$ cat src/rtl/bin_to_bcd_converter_pkg.sv
// Shared types and constants for the binary-to-BCD converter feeding the
// seven-segment display path.
package bin_to_bcd_converter_pkg;

   typedef enum logic {
      ST_IDLE  = 1'b0,
      ST_SHIFT = 1'b1
   } state_t;

   localparam int BIN_WIDTH_DEF = 14;
   localparam int DIGITS_DEF    = 4;
   localparam int BCD_NIBBLE_W  = 4;

   localparam logic [BCD_NIBBLE_W-1:0] BCD_NINE    = 4'd9;
   localparam logic [BCD_NIBBLE_W-1:0] BCD_ADJ_MIN = 4'd5;
   localparam logic [BCD_NIBBLE_W-1:0] BCD_ADJ_ADD = 4'd3;

   // Largest value representable in 'digits' decimal digits (10^digits - 1).
   function automatic int max_decimal(input int digits);
      int r;
      r = 1;
      for (int i = 0; i < digits; i++) r = r * 10;
      return r - 1;
   endfunction

endpackage

$ cat src/rtl/bin_to_bcd_converter_if.sv
// Request/result bundle between a binary producer and the BCD converter.
interface bin_to_bcd_converter_if
   import bin_to_bcd_converter_pkg::*;
#(
   parameter int BIN_WIDTH = BIN_WIDTH_DEF,
   parameter int DIGITS    = DIGITS_DEF
) ();

   logic                                   start;
   logic [BIN_WIDTH-1:0]                   bin_in;
   logic                                   busy;
   logic                                   done;
   logic [DIGITS-1:0][BCD_NIBBLE_W-1:0]    bcd_out;
   logic                                   overflow;

   modport master (
      output start, bin_in,
      input  busy, done, bcd_out, overflow
   );

   modport slave (
      input  start, bin_in,
      output busy, done, bcd_out, overflow
   );

endinterface

$ cat src/rtl/bin_to_bcd_converter_digit_adjust.sv
// One double-dabble correction step for a single BCD nibble: values 5..15
// get +3 so the following left shift carries into the next digit.
module bin_to_bcd_converter_digit_adjust
   import bin_to_bcd_converter_pkg::*;
(
   input  logic [BCD_NIBBLE_W-1:0] nib_in,
   output logic [BCD_NIBBLE_W-1:0] nib_out
);

   // 4-bit add, wraps modulo 16; only reachable for nibble>=13 on invalid BCD.
   assign nib_out = (nib_in >= BCD_ADJ_MIN) ? nib_in + BCD_ADJ_ADD : nib_in;

endmodule

$ cat src/rtl/bin_to_bcd_converter.sv
// Sequential shift-and-add-3 binary-to-BCD converter, one input bit per
// clock; result and overflow flag held until the next done pulse.
module bin_to_bcd_converter
   import bin_to_bcd_converter_pkg::*;
#(
   parameter int BIN_WIDTH = BIN_WIDTH_DEF,
   parameter int DIGITS    = DIGITS_DEF
) (
   input  logic                 clock,
   input  logic                 reset,
   bin_to_bcd_converter_if.slave bus
);

   localparam int BCD_W = BCD_NIBBLE_W * DIGITS;
   localparam int SW    = BCD_W + BIN_WIDTH;
   localparam int CW    = $clog2(BIN_WIDTH + 1);
   localparam int MAXV  = max_decimal(DIGITS);

   localparam logic [BIN_WIDTH-1:0] MAX_BIN = BIN_WIDTH'(MAXV);

   state_t                              state, state_nx;
   logic [CW-1:0]                       cnt, cnt_nx;
   logic [SW-1:0]                       scr, scr_nx, scr_step;
   logic                                ovf, ovf_nx;
   logic [DIGITS-1:0][BCD_NIBBLE_W-1:0] adj;
   logic [DIGITS-1:0][BCD_NIBBLE_W-1:0] bcd_q, bcd_nx;
   logic                                ovfo_q, ovfo_nx;
   logic                                done_q, done_nx;

   for (genvar d = 0; d < DIGITS; d++) begin : g_adj
      bin_to_bcd_converter_digit_adjust u_adj (
         .nib_in  (scr[BIN_WIDTH + BCD_NIBBLE_W*d +: BCD_NIBBLE_W]),
         .nib_out (adj[d])
      );
   end

   // Adjust every BCD nibble, then shift the whole scratch word left by one.
   assign scr_step = {adj, scr[BIN_WIDTH-1:0]} << 1;

   always_comb begin
      state_nx = state;
      cnt_nx   = cnt;
      scr_nx   = scr;
      ovf_nx   = ovf;
      bcd_nx   = bcd_q;
      ovfo_nx  = ovfo_q;
      done_nx  = 1'b0;
      case (state)
         ST_IDLE: begin
            if (bus.start) begin
               state_nx = ST_SHIFT;
               cnt_nx   = CW'(BIN_WIDTH);
               scr_nx   = {{BCD_W{1'b0}}, bus.bin_in};
               ovf_nx   = bus.bin_in > MAX_BIN;
            end
         end
         ST_SHIFT: begin
            scr_nx = scr_step;
            cnt_nx = cnt - 1'b1;
            // Final shift: publish straight from the shifted word so done
            // lands in the cycle right after busy drops.
            if (cnt == CW'(1)) begin
               state_nx = ST_IDLE;
               done_nx  = 1'b1;
               ovfo_nx  = ovf;
               bcd_nx   = ovf ? {DIGITS{BCD_NINE}} : scr_step[SW-1 -: BCD_W];
            end
         end
         default: state_nx = ST_IDLE;
      endcase
   end

   always_ff @(posedge clock or posedge reset) begin
      if (reset) begin
         state  <= ST_IDLE;
         cnt    <= '0;
         scr    <= '0;
         ovf    <= 1'b0;
         bcd_q  <= '0;
         ovfo_q <= 1'b0;
         done_q <= 1'b0;
      end else begin
         state  <= state_nx;
         cnt    <= cnt_nx;
         scr    <= scr_nx;
         ovf    <= ovf_nx;
         bcd_q  <= bcd_nx;
         ovfo_q <= ovfo_nx;
         done_q <= done_nx;
      end
   end

   assign bus.busy     = (state == ST_SHIFT);
   assign bus.done     = done_q;
   assign bus.bcd_out  = bcd_q;
   assign bus.overflow = ovfo_q;

endmodule

$ cat src/flat_wrapper.sv
// flat-port wrapper written by rule: the top's interface ports become plain ports
module bin_to_bcd_converter_flat import bin_to_bcd_converter_pkg::*;
#(
   parameter int BIN_WIDTH = BIN_WIDTH_DEF,
   parameter int DIGITS    = DIGITS_DEF
)
  (clock, reset, bus_start, bus_bin_in, bus_busy, bus_done, bus_bcd_out, bus_overflow);
  bin_to_bcd_converter_if #(.BIN_WIDTH(BIN_WIDTH), .DIGITS(DIGITS)) bus_i ();
  input  logic clock;
  input  logic reset;
  input wire logic [$bits(bus_i.start)-1:0] bus_start;
  input wire logic [$bits(bus_i.bin_in)-1:0] bus_bin_in;
  output wire logic [$bits(bus_i.busy)-1:0] bus_busy;
  output wire logic [$bits(bus_i.done)-1:0] bus_done;
  output wire logic [$bits(bus_i.bcd_out)-1:0] bus_bcd_out;
  output wire logic [$bits(bus_i.overflow)-1:0] bus_overflow;
  assign bus_i.start = bus_start;
  assign bus_i.bin_in = bus_bin_in;
  assign bus_busy = bus_i.busy;
  assign bus_done = bus_i.done;
  assign bus_bcd_out = bus_i.bcd_out;
  assign bus_overflow = bus_i.overflow;
  bin_to_bcd_converter #(.BIN_WIDTH(BIN_WIDTH), .DIGITS(DIGITS)) u_core (.clock(clock), .reset(reset), .bus(bus_i));
endmodule
$ cat config.mk
export PLATFORM = sky130hd
export DESIGN_NAME = bin_to_bcd_converter_flat
export DESIGN_NICKNAME = d
export VERILOG_FILES = /design/src/rtl/bin_to_bcd_converter_pkg.sv /design/src/rtl/bin_to_bcd_converter_if.sv /design/src/rtl/bin_to_bcd_converter_digit_adjust.sv /design/src/rtl/bin_to_bcd_converter.sv /design/src/flat_wrapper.sv
export SDC_FILE = /design/constraint.sdc
export NUM_CORES = 1
export LEC_CHECK = 0
export BUFFER_PORTS_ARGS = -buffer_cell sky130_fd_sc_hd__buf_2
export CAP_MARGIN = 20
export CORE_UTILIZATION = 40
export DETAILED_ROUTE_END_ITERATION = 6
export SLEW_MARGIN = 5
export SYNTH_ARGS = -nofsm -noshare
export SYNTH_HDL_FRONTEND = slang
export SYNTH_SLANG_ARGS = --single-unit
$ cat constraint.sdc
create_clock -name clock -period 1.7 [get_ports clock]
set_clock_uncertainty 0.1 [all_clocks]
set_input_delay 0.17 -clock clock [delete_from_list [all_inputs] [get_ports clock]]
set_output_delay 0.17 -clock clock [all_outputs]
set_load 0.02 [all_outputs]
==> results by group, run 1 <==
Outcome
  • Status: complete, no violations

Die
  • Ports: 36
  • Row cnt: 29
  • Die X: 82.9 microns
  • Core Region: 6310 sq um
  • Initial core utilization: 41.4%
  • Die area: 6870 sq um
  • Die Ht: 82.9 microns

Worst setup path
  • FF-to-FF End: u_core.scr[24]
  • Crit-path max FO: 5
  • R2R cell count: 6
  • FF-to-FF Start: u_core.scr[22]
  • Critical path endpoint category: flip-flop
  • WP data required: 1860 ps
  • CP arrival: 1730 ps
  • Type of the worst setup path: flip-flop to flip-flop
  • R2R setup slack: 120 ps
  • CP Capture Point: u_core.scr[24]
  • Critical path startpoint category: flip-flop
  • Critical path origin: u_core.scr[22]

STA
  • Final setup margin: 124 ps
  • Endpoints failing setup: 0
  • Worst slew pin tran: 350 ps
  • Relative slew slack: 76.6%
  • Fmax: 0.635 GHz
  • Setup TNS: 0 ps
  • Fin crit share: 92.7%
  • Final Max Slew Viols: 0
  • WHS: 51.0 ps
  • Tmin final: 1580 ps
  • RSZ-0062 raised after global routing: false
  • Final hold vios: 0

GRT
  • Initial antenna violation count: 0
  • Vias in the first global route: 1887
  • Aggregate global routing overflow: 0
  • First-pass GRT wire length: 8720 microns
  • Largest net degree at the start of global routing: 55
  • Gr usage total: 15.7%

Synthesis
  • Dominant cell type by area after synthesis: dfrtp_1
  • Synthesized cell area: 2620 sq um
  • Post-synthesis sequential area ratio: 51.6%
  • Top cells by area, synth: dfrtp_1 (52%), mux2i_1 (7.7%), ha_1 (4.8%)
  • Synthesis-stage register bit count: 54
  • Warnings from Yosys: 0
  • Avg Cell Area, Syn: 10.5 sq um
  • Cells after synthesis: 249
  • Distinct cells, synth: 29
  • Syn_nets: 276
  • Post-synth top area share: 51.6%

Placement
  • HPWL after DPL: 3370 microns
  • Placed instance count: 356
  • Port-buffer cells: 35
  • Global placer's final weighted congestion: 0.774
  • Placed Area: 2890 sq um
  • Pre-CTS WS: 109 ps

Clock tree
  • Clock buffer depth: 2
  • H-tree Lvls: 2
  • Sink Count: 54
  • Clock Latency Late Sink: 310 ps
  • CTS Buf Count: 5
  • CTS tree: built
  • Root buf cell: clkbuf_8
  • Setup Buffers After CTS: 0
  • Clock transition at the registers of the reported paths: 100 ps

Final layout
  • Final instance area: 3040 sq um
  • Filler cell count: 623
  • Reg area: 1350 sq um
  • Layout Cells excl Fill: 366
  • Final core occ: 48.2%
  • Inserted Diodes: 0
  • Fraction of layout cells with a size suffix above 1: 24.2%
  • Synth-to-Final Area Change: 16.4%
  • Multi-input logic area: 1150 sq um
  • Fin nets: 315

Drt
  • Via count: 1890
  • Number of DRC markers in iteration 0: 84
  • Pre-antenna DRT Iters: 4
  • Vias per cell: 5.16
  • Final ANT Viol Nets: 0
  • DR WL/cell: 13.8 microns
  • DRC: 0
  • Post-Route WL: 5070 microns

Power
  • Final total power: 5.70 mW
  • Sequential power share: 39.4%
  • Int Pwr: 3.47 mW
  • LEAKAGE: 1.49 nW
  • Psw: 2.23 mW
  • Combinational share of power: 45.3%
  • Power Dens Cells: 1870 nW/um^2
  • Sw Ratio: 39.1%
  • Clk pwr share: 15.3%
  • Peak VDD IR: 0.868 mV

Job
  • Max-cap viol count: 0

Hold path
  • Hold Path Cell Cnt: 3
  • Hold crit path type: input pin to flip-flop
-- state kept, by name (all words and copies together), names as in the netlist --
register,count
u_core.bus.bcd_out,16
u_core.bus.busy,1
u_core.bus.done,1
u_core.bus.overflow,1
u_core.cnt,4
u_core.ovf,1
u_core.scr,30
-- critical path, stage by stage, from the launching register on --
cell and delay [ps]:
dfrtp_1 440, inv_1 80, ha_2 200, nand2b_1 90, a21oi_2 210, mux2i_2 250, a22o_1 150
-- layer usage --
layer  vias to the layer above  routed length (microns)  track usage, %
li1                        946                        -               -
met1                       893                     2450            20.0
met2                        42                     2360            27.0
met5                         -                        0               0
met3                         9                      175            2.88
met4                         0                       83            5.17
-- timing repair --
item,CTS,global route
hold endpoints to repair,55,0
setup endpoints to repair,0,9
resized for setup,0,7
hold buffers,2,0
-- synthesized netlist by cell type --
| cell | number |
|---|---|
| or3_1 | 1 |
| o31ai_1 | 2 |
| nor2_2 | 2 |
| buf_4 | 7 |
| clkbuf_1 | 2 |
| o22a_1 | 1 |
| nand2_1 | 25 |
| nor3_1 | 5 |
| mux2_2 | 1 |
| nand2b_1 | 9 |
| a21o_1 | 8 |
| nor4_1 | 1 |
| nor2_1 | 16 |
| ha_1 | 10 |
| a21oi_1 | 15 |
| inv_1 | 12 |
| a22o_1 | 10 |
| nor3b_1 | 3 |
| dfrtp_1 | 54 |
| a31oi_1 | 4 |
| a32o_1 | 6 |
| a21oi_2 | 4 |
| xnor2_1 | 4 |
| o21ai_0 | 18 |
| nand3_2 | 1 |
| mux2i_1 | 20 |
| inv_2 | 1 |
| buf_2 | 6 |
| nand3_1 | 1 |
-- cell families after synthesis --
| logic type | count (synthesis) | share of synthesized area, % |
|---|---|---|
| AOI/OAI and AO/OA | 68 | 17.5 |
| and+or+nand+nor | 64 | 11.4 |
| DFF | 54 | 51.7 |
| buffers and inverters | 28 | 5.31 |
| muxes | 21 | 8.08 |
| adders and majority gates | 10 | 4.78 |
| xor gates and xnor gates | 4 | 1.34 |
-- cell type report --
| class | count | area share, % |
|---|---|---|
| clock inverters | 3 | 1.48 |
| repair buffers | 47 | 9.29 |
| inverters | 13 | 1.60 |
| multi-input cells | 167 | 37.8 |
| flip-flops and latches | 54 | 44.4 |
| well taps | 77 | 3.16 |
| clock buffers | 5 | 2.26 |
-- how the worst min path moves through the flow --
stage,from,end,slack [ps]
4_1_cts,bus_bin_in[2],u_core.scr[2],40
5_1_grt,bus_bin_in[1],u_core.scr[1],60
3_3_place_gp,reset,u_core.scr[0],140
2_1_floorplan,bus_bin_in[13],u_core.ovf,220
6_report,bus_bin_in[2],u_core.scr[2],50
3_5_place_dp,reset,u_core.scr[0],150
-- layout by cell type (no fill, tap or decap) --
cell type      count
a21o_1             8
a21oi_1           15
a21oi_2            4
a22o_1            10
a31oi_1            4
a32o_1             6
buf_12             1
buf_2             35
buf_4              9
bufinv_16          1
clkbuf_8           5
clkinvlp_4         2
dfrtp_1           53
dfrtp_2            1
dlygate4sd3_1      2
ha_1               6
ha_2               3
ha_4               1
inv_1             10
inv_2              3
mux2_2             1
mux2i_1           19
mux2i_2            1
nand2_1           25
nand2b_1           9
nand3_1            1
nand3_2            1
nor2_1            16
nor2_2             2
nor3_1             5
nor3b_1            3
nor4_1             1
o21ai_0           18
o22a_1             1
o31ai_1            2
or3_1              1
xnor2_1            4
-- power by group through the flow --
| stage | sequential (mW) | combinational (mW) | clock (mW) |
|---|---|---|---|
| 6_report | 2.24 | 2.58 | 0.872 |
| 5_1_grt | 2.33 | 2.91 | 0.936 |
| 4_1_cts | 2.25 | 2.53 | 0.899 |
| 3_5_place_dp | 2.27 | 2.53 | 0 |
| 3_3_place_gp | 2.26 | 2.45 | 0 |
| 2_1_floorplan | 2.42 | 1.74 | 0 |
Power figures use the tool's default switching activity.
==> inputs of run 2 (changes only) <==
PLACE_DENSITY = 0.72   (was default)
==> run 2 against run 1 <==
Combinational power about the same; setup slack worse by 38 ps; sequential power about the same; maximum frequency decreased by 2.4%; critical path type unchanged; highest routed layer unchanged.
==> results by group, run 2 (same netlist as run 1, synthesis figures left out) <==
Outcome
  • Status: complete, no violations

Die
  • Die X: 82.9 microns (unchanged)
  • Core Region: 6310 sq um (unchanged)
  • Row cnt: 29 (unchanged)
  • Die area: 6870 sq um (unchanged)
  • Die Ht: 82.9 microns (unchanged)
  • Initial core utilization: 41.4% (unchanged)
  • Ports: 36 (unchanged)

Drt
  • Post-Route WL: 5190 microns (+2.5%)
  • DR WL/cell: 14.2 microns (+2.5%)
  • Pre-antenna DRT Iters: 4 (unchanged)
  • Number of DRC markers in iteration 0: 110 (+31%)
  • Via count: 1908 (+0.95%)
  • Vias per cell: 5.21 (+0.95%)
  • DRC: 0 (unchanged)
  • Final ANT Viol Nets: 0 (unchanged)

Hold path
  • Hold crit path type: input pin to flip-flop

Final layout
  • Final core occ: 47.9% (-0.34 points)
  • Inserted Diodes: 0 (unchanged)
  • Fin nets: 315 (unchanged)
  • Final instance area: 3020 sq um (-0.70%)
  • Max reg flops: 30 (unchanged)
  • Fraction of layout cells with a size suffix above 1: 23.5% (-0.69 points)
  • Most frequent cells in the layout: dfrtp_1 (53), buf_2 (35), nand2_1 (25)
  • Biggest register: u_core.scr
  • Most common cell after layout, fill and taps aside: dfrtp_1
  • Synth-to-Final Area Change: 15.5%

GRT
  • Initial antenna violation count: 0 (unchanged)
  • Met3 usage: 3.98% (+1.1 points)
  • Largest net degree at the start of global routing: 55 (unchanged)
  • Met1 Resource Use GR: 21.3% (+1.4 points)
  • Vias in the first global route: 1935 (+2.5%)
  • GR peak layer: met2
  • First-pass GRT wire length: 9030 microns (+3.6%)
  • Gr usage total: 16.4% (+0.69 points)
  • Aggregate global routing overflow: 0 (unchanged)
  • Global routing usage on met2: 27.0% (unchanged)

Clock tree
  • Clock buffer depth: 2 (unchanged)
  • Clock Latency Late Sink: 300 ps (about the same)
  • Sink Count: 54 (unchanged)
  • H-tree Lvls: 2 (unchanged)
  • CTS Buf Count: 5 (unchanged)
  • Root buf cell: clkbuf_8
  • CTS tree: built
  • Clock transition at the registers of the reported paths: 100 ps (about the same)

Worst setup path
  • CP max stage delay: 450 ps (about the same)
  • Critical path startpoint category: flip-flop
  • CP arrival: 1760 ps (+30 ps)
  • Crit-path max FO: 5 (unchanged)
  • Type of the worst setup path: flip-flop to flip-flop
  • Max stage delay cell, worst path: dfrtp_1
  • WP data required: 1850 ps (about the same)
  • Worst-path cell chain: inv_1, ha_1, nand2b_1, a21oi_2, mux2i_1, a22o_1
  • Critical path endpoint category: flip-flop

Placement
  • Placed Area: 2890 sq um (unchanged)
  • Global placer's final weighted congestion: 0.778 (+0.43%)
  • Port-buffer cells: 35 (unchanged)
  • Pre-CTS WS: 55.6 ps (-53.0 ps)
  • HPWL after DPL: 3470 microns (+3.1%)

STA
  • Endpoints failing setup: 0 (unchanged)
  • Fin crit share: 95.0% (+2.3 points)
  • Final hold vios: 0 (unchanged)
  • RSZ-0062 raised after global routing: true
  • Final Max Slew Viols: 0 (unchanged)
  • Worst slew pin tran: 444 ps (+94.0 ps)
  • Tmin final: 1610 ps (+38.4 ps)
  • WHS: 16.6 ps (-34.3 ps)
  • Fmax: 0.619 GHz (-2.4%)
  • Setup TNS: 0 ps (unchanged)
  • Relative slew slack: 70.4% (-6.3 points)
  • Final setup margin: 85.8 ps (-38.4 ps)

Job
  • Max-cap viol count: 0 (unchanged)

Power
  • Peak VDD IR: 0.820 mV (-5.6%)
  • Combinational share of power: 45.2% (about the same)
  • Sequential power share: 39.6% (+0.2 points)
  • Sw Ratio: 39.2% (+0.16 points)
  • Psw: 2.23 mW (+0.19%)
  • Clk pwr share: 15.1% (-0.2 points)
  • Int Pwr: 3.46 mW (-0.48%)
  • Power Dens Cells: 1880 nW/um^2 (+0.49%)
  • LEAKAGE: 1.49 nW (about the same)
==> run 2: changes by cell type in the layout (fill, tap and decap cells not counted) <==
cell / delta
buf_4: +1
clkbuf_1: +1
clkinvlp_4: -1
dlygate4sd3_1: -1
ha_1: +2
ha_2: -1
ha_4: -1
==> run 2: metrics by stage <==
step                      std cells  total power [mW]
after floorplan                 249              4.17
after global placement          356              4.69
after detailed placement        356              4.81
after CTS                       365              5.70
after global routing            366              6.17
final                           366              5.69
==> run 2: final timing paths <==
| kind | start | cells after the start | end | slack, ps |
|---|---|---|---|---|
| hold / removal | bus_bin_in[0] | 3 | u_core.scr[0] | 20 |
| setup / recovery | u_core.scr[22] | 6 | u_core.bus.bcd_out[10] | 90 |
| setup reg to reg | u_core.scr[22] | 6 | u_core.bus.bcd_out[10] | 90 |
| hold reg to reg | u_core.bus.bcd_out[0] | 2 | u_core.bus.bcd_out[0] | 380 |
| min in group asynchronous | reset | 4 | u_core.scr[2] | 350 |
| max in group asynchronous | reset | 4 | u_core.bus.busy | 900 |
==> run 2: repair_timing <==
action / 4_1_cts / 5_1_grt
setup buffers: 0 / 1
hold buffers: 1 / 0
endpoints found under the hold margin: 54 / 0
setup endpoints to repair: 0 / 3
gates resized for setup: 0 / 4
==> run 2: layout make-up <==
type                    count  area, sq um
repair buffers             47          280
well taps                  77         96.3
flip-flops and latches     54         1350
fillers                   615         3290
inverters                  13         48.8
clock inverters             2         37.5
multi-input cells         167         1130
clock buffers               6         72.6
==> run 2: layer usage <==
metal	up-vias	routed length, microns
met5	-	0
met3	7	247
li1	944	-
met4	0	80
met2	49	2420
met1	908	2450
==> run 2: power groups by stage <==
| stage | registers (mW) | logic (mW) | clock network (mW) |
|---|---|---|---|
| global placement | 2.25 | 2.44 | 0 |
| detailed placement | 2.28 | 2.54 | 0 |
| CTS | 2.26 | 2.55 | 0.892 |
| global route | 2.34 | 2.88 | 0.950 |
| finish | 2.25 | 2.57 | 0.861 |
| floorplan | 2.42 | 1.74 | 0 |
==> run 2: worst max-delay path, delay by kind of cell (launching register included) <==
family	cells	cell delay, ps
AO/OA/AOI/OAI	2	350
adder cells (fa/ha/maj)	1	210
buffers and inverters	1	80
flip-flops	1	450
multiplexers	1	260
AND/OR/NAND/NOR	1	110
